`src/rtl/mips_mem_pkg.sv`:
```
// Shared definitions for the MEM-stage data cache: geometry defaults, field widths
// and the controller state type.
package mips_mem_pkg;

  localparam int unsigned LINES_DEF    = 16;
  localparam int unsigned WORDS_DEF    = 4;
  localparam int unsigned OFFSET_W_DEF = $clog2(WORDS_DEF);
  localparam int unsigned INDEX_W_DEF  = $clog2(LINES_DEF);
  localparam int unsigned TAG_W_DEF    = 32 - INDEX_W_DEF - OFFSET_W_DEF - 2;

  typedef enum logic [1:0] {
    S_IDLE   = 2'd0,
    S_REFILL = 2'd1,
    S_WRITE  = 2'd2,
    S_WDONE  = 2'd3
  } cache_state_t;

  function automatic int unsigned tag_width(input int unsigned lines, input int unsigned words);
    return 32 - $clog2(lines) - $clog2(words) - 2;
  endfunction

endpackage

```
`src/rtl/data_cache_array.sv`:
```
// Direct-mapped line storage: valid/tag per line plus WORDS data words, one combinational
// read port, one word write port, a tag/valid update port and a bulk invalidate.
module data_cache_array
  import mips_mem_pkg::*;
#(
  parameter  int unsigned LINES = LINES_DEF,
  parameter  int unsigned WORDS = WORDS_DEF,
  parameter  int unsigned TAG_W = TAG_W_DEF,
  localparam int unsigned IDX_W = $clog2(LINES),
  localparam int unsigned OFF_W = $clog2(WORDS)
) (
  input  logic             i_clk,
  input  logic             i_inval,
  input  logic [IDX_W-1:0] i_index,
  input  logic [OFF_W-1:0] i_rd_offset,
  output logic             o_rd_valid,
  output logic [TAG_W-1:0] o_rd_tag,
  output logic [31:0]      o_rd_word,
  input  logic             i_word_we,
  input  logic [OFF_W-1:0] i_wr_offset,
  input  logic [31:0]      i_wr_word,
  input  logic             i_tag_we,
  input  logic             i_tag_valid,
  input  logic [TAG_W-1:0] i_tag
);

  logic [LINES-1:0] r_valid;
  logic [TAG_W-1:0] r_tag  [LINES];
  logic [31:0]      r_data [LINES][WORDS];

  assign o_rd_valid = r_valid[i_index];
  assign o_rd_tag   = r_tag[i_index];
  assign o_rd_word  = r_data[i_index][i_rd_offset];

  always_ff @(posedge i_clk) begin
    if (i_inval) begin
      r_valid <= '0;
    end else if (i_tag_we) begin
      r_valid[i_index] <= i_tag_valid;
    end
  end

  // Tag and data contents are meaningless until the valid bit says otherwise.
  always_ff @(posedge i_clk) begin
    if (i_tag_we) begin
      r_tag[i_index] <= i_tag;
    end
    if (i_word_we) begin
      r_data[i_index][i_wr_offset] <= i_wr_word;
    end
  end

endmodule

```
`src/rtl/data_cache.sv`:
```
// Write-through, read-allocate direct-mapped data cache sitting in the MEM stage;
// stalls the pipeline while a line refills or a store goes out to backing memory.
//   state  | meaning
//   IDLE   | serve load hits; detect load miss or store
//   REFILL | fetch WORDS beats of the missing line
//   WRITE  | push latched store to memory, update line on hit
//   WDONE  | release stall one cycle so the store is not reissued
module data_cache
  import mips_mem_pkg::*;
#(
  parameter int unsigned LINES = LINES_DEF,
  parameter int unsigned WORDS = WORDS_DEF
) (
  input  logic        CLK,
  input  logic        RESET,
  input  logic        MemRead,
  input  logic        MemWrite,
  input  logic [31:0] Address,
  input  logic [31:0] Write_Data,
  output logic [31:0] Read_data,
  output logic        Stall,
  output logic        mem_req,
  output logic        mem_we,
  output logic [31:0] mem_addr,
  output logic [31:0] mem_wdata,
  input  logic        mem_ready,
  input  logic [31:0] mem_rdata
);

  localparam int unsigned OFF_W  = $clog2(WORDS);
  localparam int unsigned IDX_W  = $clog2(LINES);
  localparam int unsigned TAG_W  = tag_width(LINES, WORDS);
  localparam int unsigned IDX_LO = 2 + OFF_W;
  localparam int unsigned TAG_LO = IDX_LO + IDX_W;

  cache_state_t     r_state, w_next;
  logic [OFF_W-1:0] r_beat;
  logic [31:2]      r_addr;
  logic [31:0]      r_wdata;

  logic [31:0]      w_lk_addr;
  logic [IDX_W-1:0] w_index;
  logic [OFF_W-1:0] w_offset;
  logic [TAG_W-1:0] w_tag;
  logic             w_rd_valid;
  logic [TAG_W-1:0] w_rd_tag;
  logic [31:0]      w_rd_word;
  logic             w_hit;
  logic             w_last;
  logic             w_word_we;
  logic [OFF_W-1:0] w_wr_offset;
  logic [31:0]      w_wr_word;
  logic             w_tag_we;
  logic             w_tag_valid;
  logic             w_unused;

  // A pending store looks up the line with its latched address, everything else with the live one.
  assign w_lk_addr = (r_state == S_WRITE) ? {r_addr, 2'b00} : Address;
  assign w_index   = w_lk_addr[TAG_LO-1:IDX_LO];
  assign w_offset  = w_lk_addr[IDX_LO-1:2];
  assign w_tag     = w_lk_addr[31:TAG_LO];
  assign w_hit     = w_rd_valid && (w_rd_tag == w_tag);
  assign w_last    = (r_beat == OFF_W'(WORDS - 1));
  assign w_unused  = ^{Address[1:0], w_lk_addr[1:0]};

  data_cache_array #(
    .LINES(LINES),
    .WORDS(WORDS),
    .TAG_W(TAG_W)
  ) u_array (
    .i_clk      (CLK),
    .i_inval    (RESET),
    .i_index    (w_index),
    .i_rd_offset(w_offset),
    .o_rd_valid (w_rd_valid),
    .o_rd_tag   (w_rd_tag),
    .o_rd_word  (w_rd_word),
    .i_word_we  (w_word_we),
    .i_wr_offset(w_wr_offset),
    .i_wr_word  (w_wr_word),
    .i_tag_we   (w_tag_we),
    .i_tag_valid(w_tag_valid),
    .i_tag      (w_tag)
  );

  always_ff @(posedge CLK) begin
    if (RESET) begin
      r_state <= S_IDLE;
      r_beat  <= '0;
      r_addr  <= '0;
      r_wdata <= '0;
    end else begin
      r_state <= w_next;
      if (r_state == S_IDLE && MemWrite) begin
        r_addr  <= Address[31:2];
        r_wdata <= Write_Data;
      end
      if (r_state == S_IDLE) begin
        r_beat <= '0;
      end else if (r_state == S_REFILL && mem_ready) begin
        r_beat <= r_beat + OFF_W'(1);
      end
    end
  end

  always_comb begin
    w_next      = r_state;
    Stall       = 1'b0;
    mem_req     = 1'b0;
    mem_we      = 1'b0;
    mem_addr    = '0;
    mem_wdata   = '0;
    Read_data   = '0;
    w_word_we   = 1'b0;
    w_wr_offset = w_offset;
    w_wr_word   = r_wdata;
    w_tag_we    = 1'b0;
    w_tag_valid = 1'b0;
    if (!RESET) begin
      case (r_state)
        S_IDLE: begin
          if (MemWrite) begin
            Stall  = 1'b1;
            w_next = S_WRITE;
          end else if (MemRead) begin
            if (w_hit) begin
              Read_data = w_rd_word;
            end else begin
              // Drop the old line now so an aborted refill never leaves a half-valid line.
              Stall    = 1'b1;
              w_tag_we = 1'b1;
              w_next   = S_REFILL;
            end
          end
        end
        S_REFILL: begin
          Stall       = 1'b1;
          mem_req     = 1'b1;
          mem_addr    = {Address[31:IDX_LO], r_beat, 2'b00};
          w_wr_offset = r_beat;
          w_wr_word   = mem_rdata;
          w_word_we   = mem_ready;
          if (mem_ready && w_last) begin
            w_tag_we    = 1'b1;
            w_tag_valid = 1'b1;
            w_next      = S_IDLE;
          end
        end
        S_WRITE: begin
          Stall     = 1'b1;
          mem_req   = 1'b1;
          mem_we    = 1'b1;
          mem_addr  = {r_addr, 2'b00};
          mem_wdata = r_wdata;
          w_word_we = mem_ready && w_hit;
          if (mem_ready) begin
            w_next = S_WDONE;
          end
        end
        S_WDONE: begin
          w_next = S_IDLE;
        end
        default: begin
          w_next = S_IDLE;
        end
      endcase
    end
  end

endmodule

```
`config.mk`:
```
export PLATFORM = sky130hd
export DESIGN_NAME = data_cache
export DESIGN_NICKNAME = d
export VERILOG_FILES = /design/src/rtl/mips_mem_pkg.sv /design/src/rtl/data_cache_array.sv /design/src/rtl/data_cache.sv
export SDC_FILE = /design/constraint.sdc
export NUM_CORES = 2
export LEC_CHECK = 0
export CORE_MARGIN = 1
export CORE_UTILIZATION = 35
export DETAILED_ROUTE_END_ITERATION = 8
export GPL_TIMING_DRIVEN = 0
export SYNTH_ARGS = -nofsm -noshare
export SYNTH_HDL_FRONTEND = slang
export SYNTH_SLANG_ARGS = --single-unit
```
`constraint.sdc`:
```
create_clock -name CLK -period 15.95 [get_ports CLK]
set_clock_uncertainty 0.15 [all_clocks]
set_input_delay 3.19 -clock CLK [delete_from_list [all_inputs] [get_ports CLK]]
set_output_delay 3.19 -clock CLK [all_outputs]
set_load 0.05 [all_outputs]
```
After elaboration in Yosys (flattened, before gate mapping)
Memories as Yosys holds them, arrays and structs flattened.
Index checks and enable logic that the tools add are counted.
- add/sub/neg operators: 1
- $mul: 0
- divide/modulo/power cells: 0
- $lt $le $gt $ge: 5
- eq/ne operators: 9
- shifts and indexed selects: 0
- muxes and demuxes: 51
- bitwise gates (word level): 2
- reduce and logical (&&, ||, !) cells: 11
- operators by type and width (kind ; number):
    $mux 32 ; 14
    $mux 128 ; 1
    $bmux 32 s2 ; 1
    $demux 32 s2 ; 1
    $pmux 32 s2 ; 1
    $eq 24x24->1 ; 1
    $mux 1 ; 19
    $bwmux 16 ; 1
    $mux 2 ; 7
    $pmux 2 s4 ; 1
    $logic_and 1x1->1 ; 7
    $eq 2x2->1 const B ; 3
    $ge 3x3->1 const B ; 2
    $ne 3x3->1 const B ; 2
    $not 2->3 ; 2
    $pmux 1 s2 ; 3
    $lt 4x5->1 const B ; 1
    $bmux 1 s4 ; 1
    $demux 1 s4 ; 1
    $ge 4x1->1 const B ; 1
    $reduce_and 4->1 ; 1
    $reduce_or 2->1 ; 2
    $lt 3x1->1 const B ; 1
    $add 2x1->2 const B ; 1
    other kinds (4) ; 4
- register bits: 82
- latch bits: 0
- RAM bits: 2432
- ROM bits: 0
- bits of input ports: 101
- memories: 2
- memories (name ; words ; width ; read ports ; clocked after memory_dff ; wr ports ; line ; text):
    u_array.r_data ; 16 ; 128 ; 1 ; 0 ; 1 ; data_cache_array.sv:29 ; logic [31:0] r_data [LINES][WORDS];
    u_array.r_tag ; 16 ; 24 ; 1 ; 0 ; 1 ; data_cache_array.sv:28 ; logic [TAG_W-1:0] r_tag [LINES];

Logic depth before layout (Yosys ltp)
- word-level depth: 12
- gate-level depth with buffers: 16
- depth with buffers taken out: 11

Hierarchy
From an unflattened synthesis, not the netlist that was laid out.
- cells, all modules: 4759
- area, all modules: 97979.0 um^2
- modules (own cells, without submodules) (module ; times used ; cells an instance ; area each (um^2) ; sequential area each (um^2)):
    data_cache_array ; 1 ; 4094 ; 93533.5 ; 73350.3
    data_cache ; 1 ; 665 ; 4445.5 ; 1321.3

Least setup slack after synthesis
Ideal clock, no wire load.
- path type: input -> output
- start: input Address[4]
- end: output Read_data[10]
- arrival: 6.948 ns
- data required time: 12.610 ns
- setup slack: 5.662 ns
- cell stages on the path: 14
- cells stage by stage: clkbuf_1 > or3_1 > buf_2 > buf_2 > buf_1 > a21oi_1 > o41ai_1 > o2111ai_1 > xor2_1 > nand4_1 > nor4_4 > nand4_1 > clkbuf_1 > a211oi_1
- cells in the longest elaborated chain, start to end: 10
- elaborated cells between the ends (all ways): 15
- RTL lines (element ; line ; text):
    start: declaration ; data_cache.sv:18 ; input logic [31:0] Address,
    $mux 32 (*) ; data_cache.sv:58 ; assign w_lk_addr = (r_state == S_WRITE) ? {r_addr, 2'b00} : Address;
    $mem_v2 16x128 ; -- ;
    $bmux 32 s2 ; data_cache_array.sv:33 ; assign o_rd_word = r_data[i_index][i_rd_offset];
    $mux 32 (implied by the code) (2 in a row) ; data_cache_array.sv:33 ;
    $mux 32 (*) ; data_cache.sv:126 ; if (w_hit) begin
    $mux 32 (*) ; data_cache.sv:125 ; end else if (MemRead) begin
    $mux 32 (*) ; data_cache.sv:122 ; if (MemWrite) begin
    $mux 32 (*) ; data_cache.sv:120 ; case (r_state)
    $mux 32 (*) ; data_cache.sv:119 ; if (!RESET) begin
    end: declaration ; data_cache.sv:20 ; output logic [31:0] Read_data,
Every way passes the cells marked *; elsewhere a longest branch is shown, timed or not. The select of a mux whose other input is x is not followed.

Worst setup path after layout
- start: input Address[7]
- end: output Read_data[3]
The elaborated chain is that of the path after synthesis.

==> out/results.tsv <==
stage	metric	value	unit
run_status	outcome	complete, but fails checks	
run_status	failed_checks	max-capacitance violations, max-slew violations	
floorplan	die_x	529	µm
global_routing	grt_pass1_wl	440	mm
routing	drt-total-wl	319	mm
global_routing	grt_pass1_vias	55772	
yosys	seq_area_frac_synth	76.8	%
yosys	synth-seq-cells	2514	
run	drv_cap	8	
routing	drtPass1Iterations	7	
sta	tightest_slew	1540	ps
sta	fin_crit_sh	92.5	%
yosys	synth.yosys.warnings	0	
worst_setup_path	startpoint_type	primary input	
hold_path	hp-class	reg2reg	
global_routing	grt_start_max_net_pins	65	
layout	drive_gt1_share	25.1	%
worst_setup_path	reg2reg_slack	7720	ps
power_and_ir_drop	p_total	17700	µW
layout	area_growth	20.3	%
floorplan	die_y	529	µm
sta	fin_crit	14750	ps
hold_path	min_to	r_addr[12]	
cts	cts_tree	built	
cts	cts_root_buffer	clkbuf_16	
sta	finalHoldViolCount	0	
power_and_ir_drop	power_leakage	0.0371	µW
global_routing	antenna_found_initial	18	
worst_setup_path	cp_cell_sequence	clkdlybuf4s50_1 > nand2_1 > o21ai_1 > clkbuf_1 > o41ai_1 > nand4_1 > xnor2_1 > nor4_1 > and3_2 > nand4_1 > clkbuf_1 > a211oi_1 > clkdlybuf4s50_1	
yosys	synth_ff_type	edfxtp_1	
layout	layout_commonest_cell	edfxtp_1	
placement	dp_hpwl	220	mm
layout	nets	6054	
worst_setup_path	cpMaxStageDelayCell	a211oi_1	
worst_setup_path	reg2reg_depth	20	
floorplan	core_area	0.276	mm²
routing	detail-route-antenna-nets	0	
cts	clock_path_buffers	4	
routing	vias_per_cell	5.80	
cts	cts.repair.resized	0	
hold_path	worstHoldStart	r_addr[12]	
yosys	syn-cell-area	0.0972	mm²
sta	holdWs	314	ps
floorplan	die-area	0.280	mm²
worst_setup_path	r2r-start	r_state[0]	
placement	place_congestion	0.980	
layout	final_cell_mix	2432 x edfxtp_1, 538 x mux4_2, 406 x a21oi_1, 371 x buf_4, 299 x clkbuf_1	
cts	clkTransAtPathRegs	50	ps
routing	wl_per_cell	32.4	µm
yosys	ys_types	58	
worst_setup_path	required	12610	ps
cts	post_cts_buffers	0	
worst_setup_path	crit_path_max_fanout	10	
sta	rsz0062_at_grt	no	
sta	maxSlewHeadroom	-3.43	%
worst_setup_path	slowest_delay	1090	ps
global_routing	grt_overflow	0	
sta	setup_viol	0	
cts	clock-sinks	2514	
worst_setup_path	r2r-end	u_array.r_data[0][4]	
routing	dr.first_iter.drc_count	8803	
cts	cts_hold_buf	0	
sta	slew_violations	30	
routing	vias	57077	
cts	clk_latency	920	ps
yosys	async_flop_share	0	%
placement	port_buffers	192	
worst_setup_path	crit_arrival	11410	ps
worst_setup_path	critPathKind	in2out	
yosys	synth_area_per_cell	19.3	µm²
routing	post-route-drc-count	0	
floorplan	start_util	35.2	%
cts	cts_buffers	276	
yosys	syn_inst	5041	
power_and_ir_drop	ir_drop	0.129	mV
sta	clock.fmax	0.0678	GHz
floorplan	ios	200	
power_and_ir_drop	p_per_area	151	mW/mm²
cts	h-tree-depth	5	
yosys	synth_edf_count	2432	
global_routing	gr-usage-all-layers	22.4	%
hold_path	hold-path-cell-count	2	
worst_setup_path	endpoint_kind	output port	
floorplan	rows	193	
-- state kept, by name (all words and copies together), names as in the netlist --
| signal | cells |
|---|---|
| r_addr | 30 |
| r_beat | 2 |
| r_state | 2 |
| r_wdata | 32 |
| u_array.r_data | 2048 |
| u_array.r_tag | 384 |
| u_array.r_valid | 16 |
-- per-stage QoR --
stage	cells	instance area, µm²	utilization, %	TNS [ps]	setup WS (ps)
2_1_floorplan	5042	97200	-	0	5660
3_3_place_gp	8939	104000	37.6	-688230	-961
3_5_place_dp	9372	109000	39.3	0	1700
4_1_cts	9836	117000	42.3	0	1700
5_1_grt	9839	117000	42.3	0	1280
6_report	9845	117000	42.3	0	1200
-- metal layers --
| metal | share of wire [%] | track usage, % |
|---|---|---|
| met2 | 45 | 34.2 |
| met3 | 12 | 6.75 |
| met4 | 2.9 | 6.32 |
| met1 | 40 | 31.0 |
| met5 | 0.087 | 0.623 |
-- report_power, final --
group | leakage (µW) | internal (µW) | switching (µW) | total [µW]
registers | 0.0231 | 7770 | 30.7 | 7800
clock network | 0.00404 | 3480 | 2540 | 6020
logic | 0.00993 | 1110 | 2740 | 3850
-- how the worst max path moves through the flow --
stage	startpoint	end	slack, ps	cells past startpoint
after floorplan	Address[4]	Read_data[10]	5660	14
after detailed placement	Address[7]	Read_data[7]	1700	13
after CTS	Address[7]	Read_data[7]	1700	13
after global placement	Address[7]	u_array.r_data[1][115]	-960	12
final	Address[7]	Read_data[3]	1200	13
after global routing	Address[7]	Read_data[7]	1280	13
-- layout make-up --
| class | count | area, µm² |
|---|---|---|
| Buffer | 350 | 1450 |
| Inverter | 35 | 131 |
| Tap cell | 3705 | 4640 |
| Sequential cell | 2514 | 74700 |
| Fill cell | 24159 | 159000 |
| Antenna cell | 6 | 15.0 |
| Clock inverter | 106 | 861 |
| Clock buffer | 358 | 7410 |
| Multi-Input combinational cell | 2143 | 21800 |
| Timing Repair Buffer | 628 | 5960 |
-- kinds of logic (layout without fill, tap and decap cells) --
logic type / after synthesis / in the layout / share of synthesized area, %
flip-flops: 2514 / 2514 / 76.8
AO/OA/AOI/OAI: 885 / 885 / 5.45
AND/OR/NAND/NOR: 671 / 671 / 3.19
multiplexers: 558 / 558 / 12.7
buffers and inverters: 385 / 1477 / 1.62
XOR/XNOR: 22 / 22 / 0.198
adder cells (fa/ha/maj): 5 / 5 / 0.0643
other: 1 / 8 / 0.00386
-- synthesized netlist by cell type (3+ instances only) --
master	instances	area share, %
nand3_1	18	0.093
o2111ai_1	5	0.045
o41ai_1	58	0.52
xor2_1	10	0.090
dfxtp_1	82	1.7
nor4_1	77	0.50
and2_1	36	0.23
nor4bb_1	3	0.031
a2111oi_0	4	0.036
buf_1	38	0.15
clkbuf_1	232	0.90
or3_1	3	0.019
o21ai_0	21	0.11
nand3b_1	6	0.046
mux2_2	3	0.035
nand2b_1	4	0.026
a31oi_1	3	0.019
ha_1	5	0.064
a21oi_1	420	2.2
buf_4	4	0.031
xnor2_1	12	0.11
mux2i_1	16	0.16
nor3_1	87	0.45
o21ai_1	3	0.015
nor2_1	122	0.47
nand2_1	285	1.1
a211oi_1	66	0.51
buf_2	73	0.38
inv_1	35	0.14
o22ai_1	271	1.7
edfxtp_1	2432	75
a22oi_1	17	0.13
mux4_2	538	12
o21a_1	6	0.046
o31a_1	3	0.027
nand4_1	12	0.077
buf_6	3	0.035
-- worst max-delay path: cells and delay by family --
kind	cells	cell delay, ps
AND/OR/NAND/NOR	5	2570
AO/OA/AOI/OAI	3	2400
buffers and inverters	4	3020
XOR/XNOR	1	160
Power figures use the tool's default switching activity.
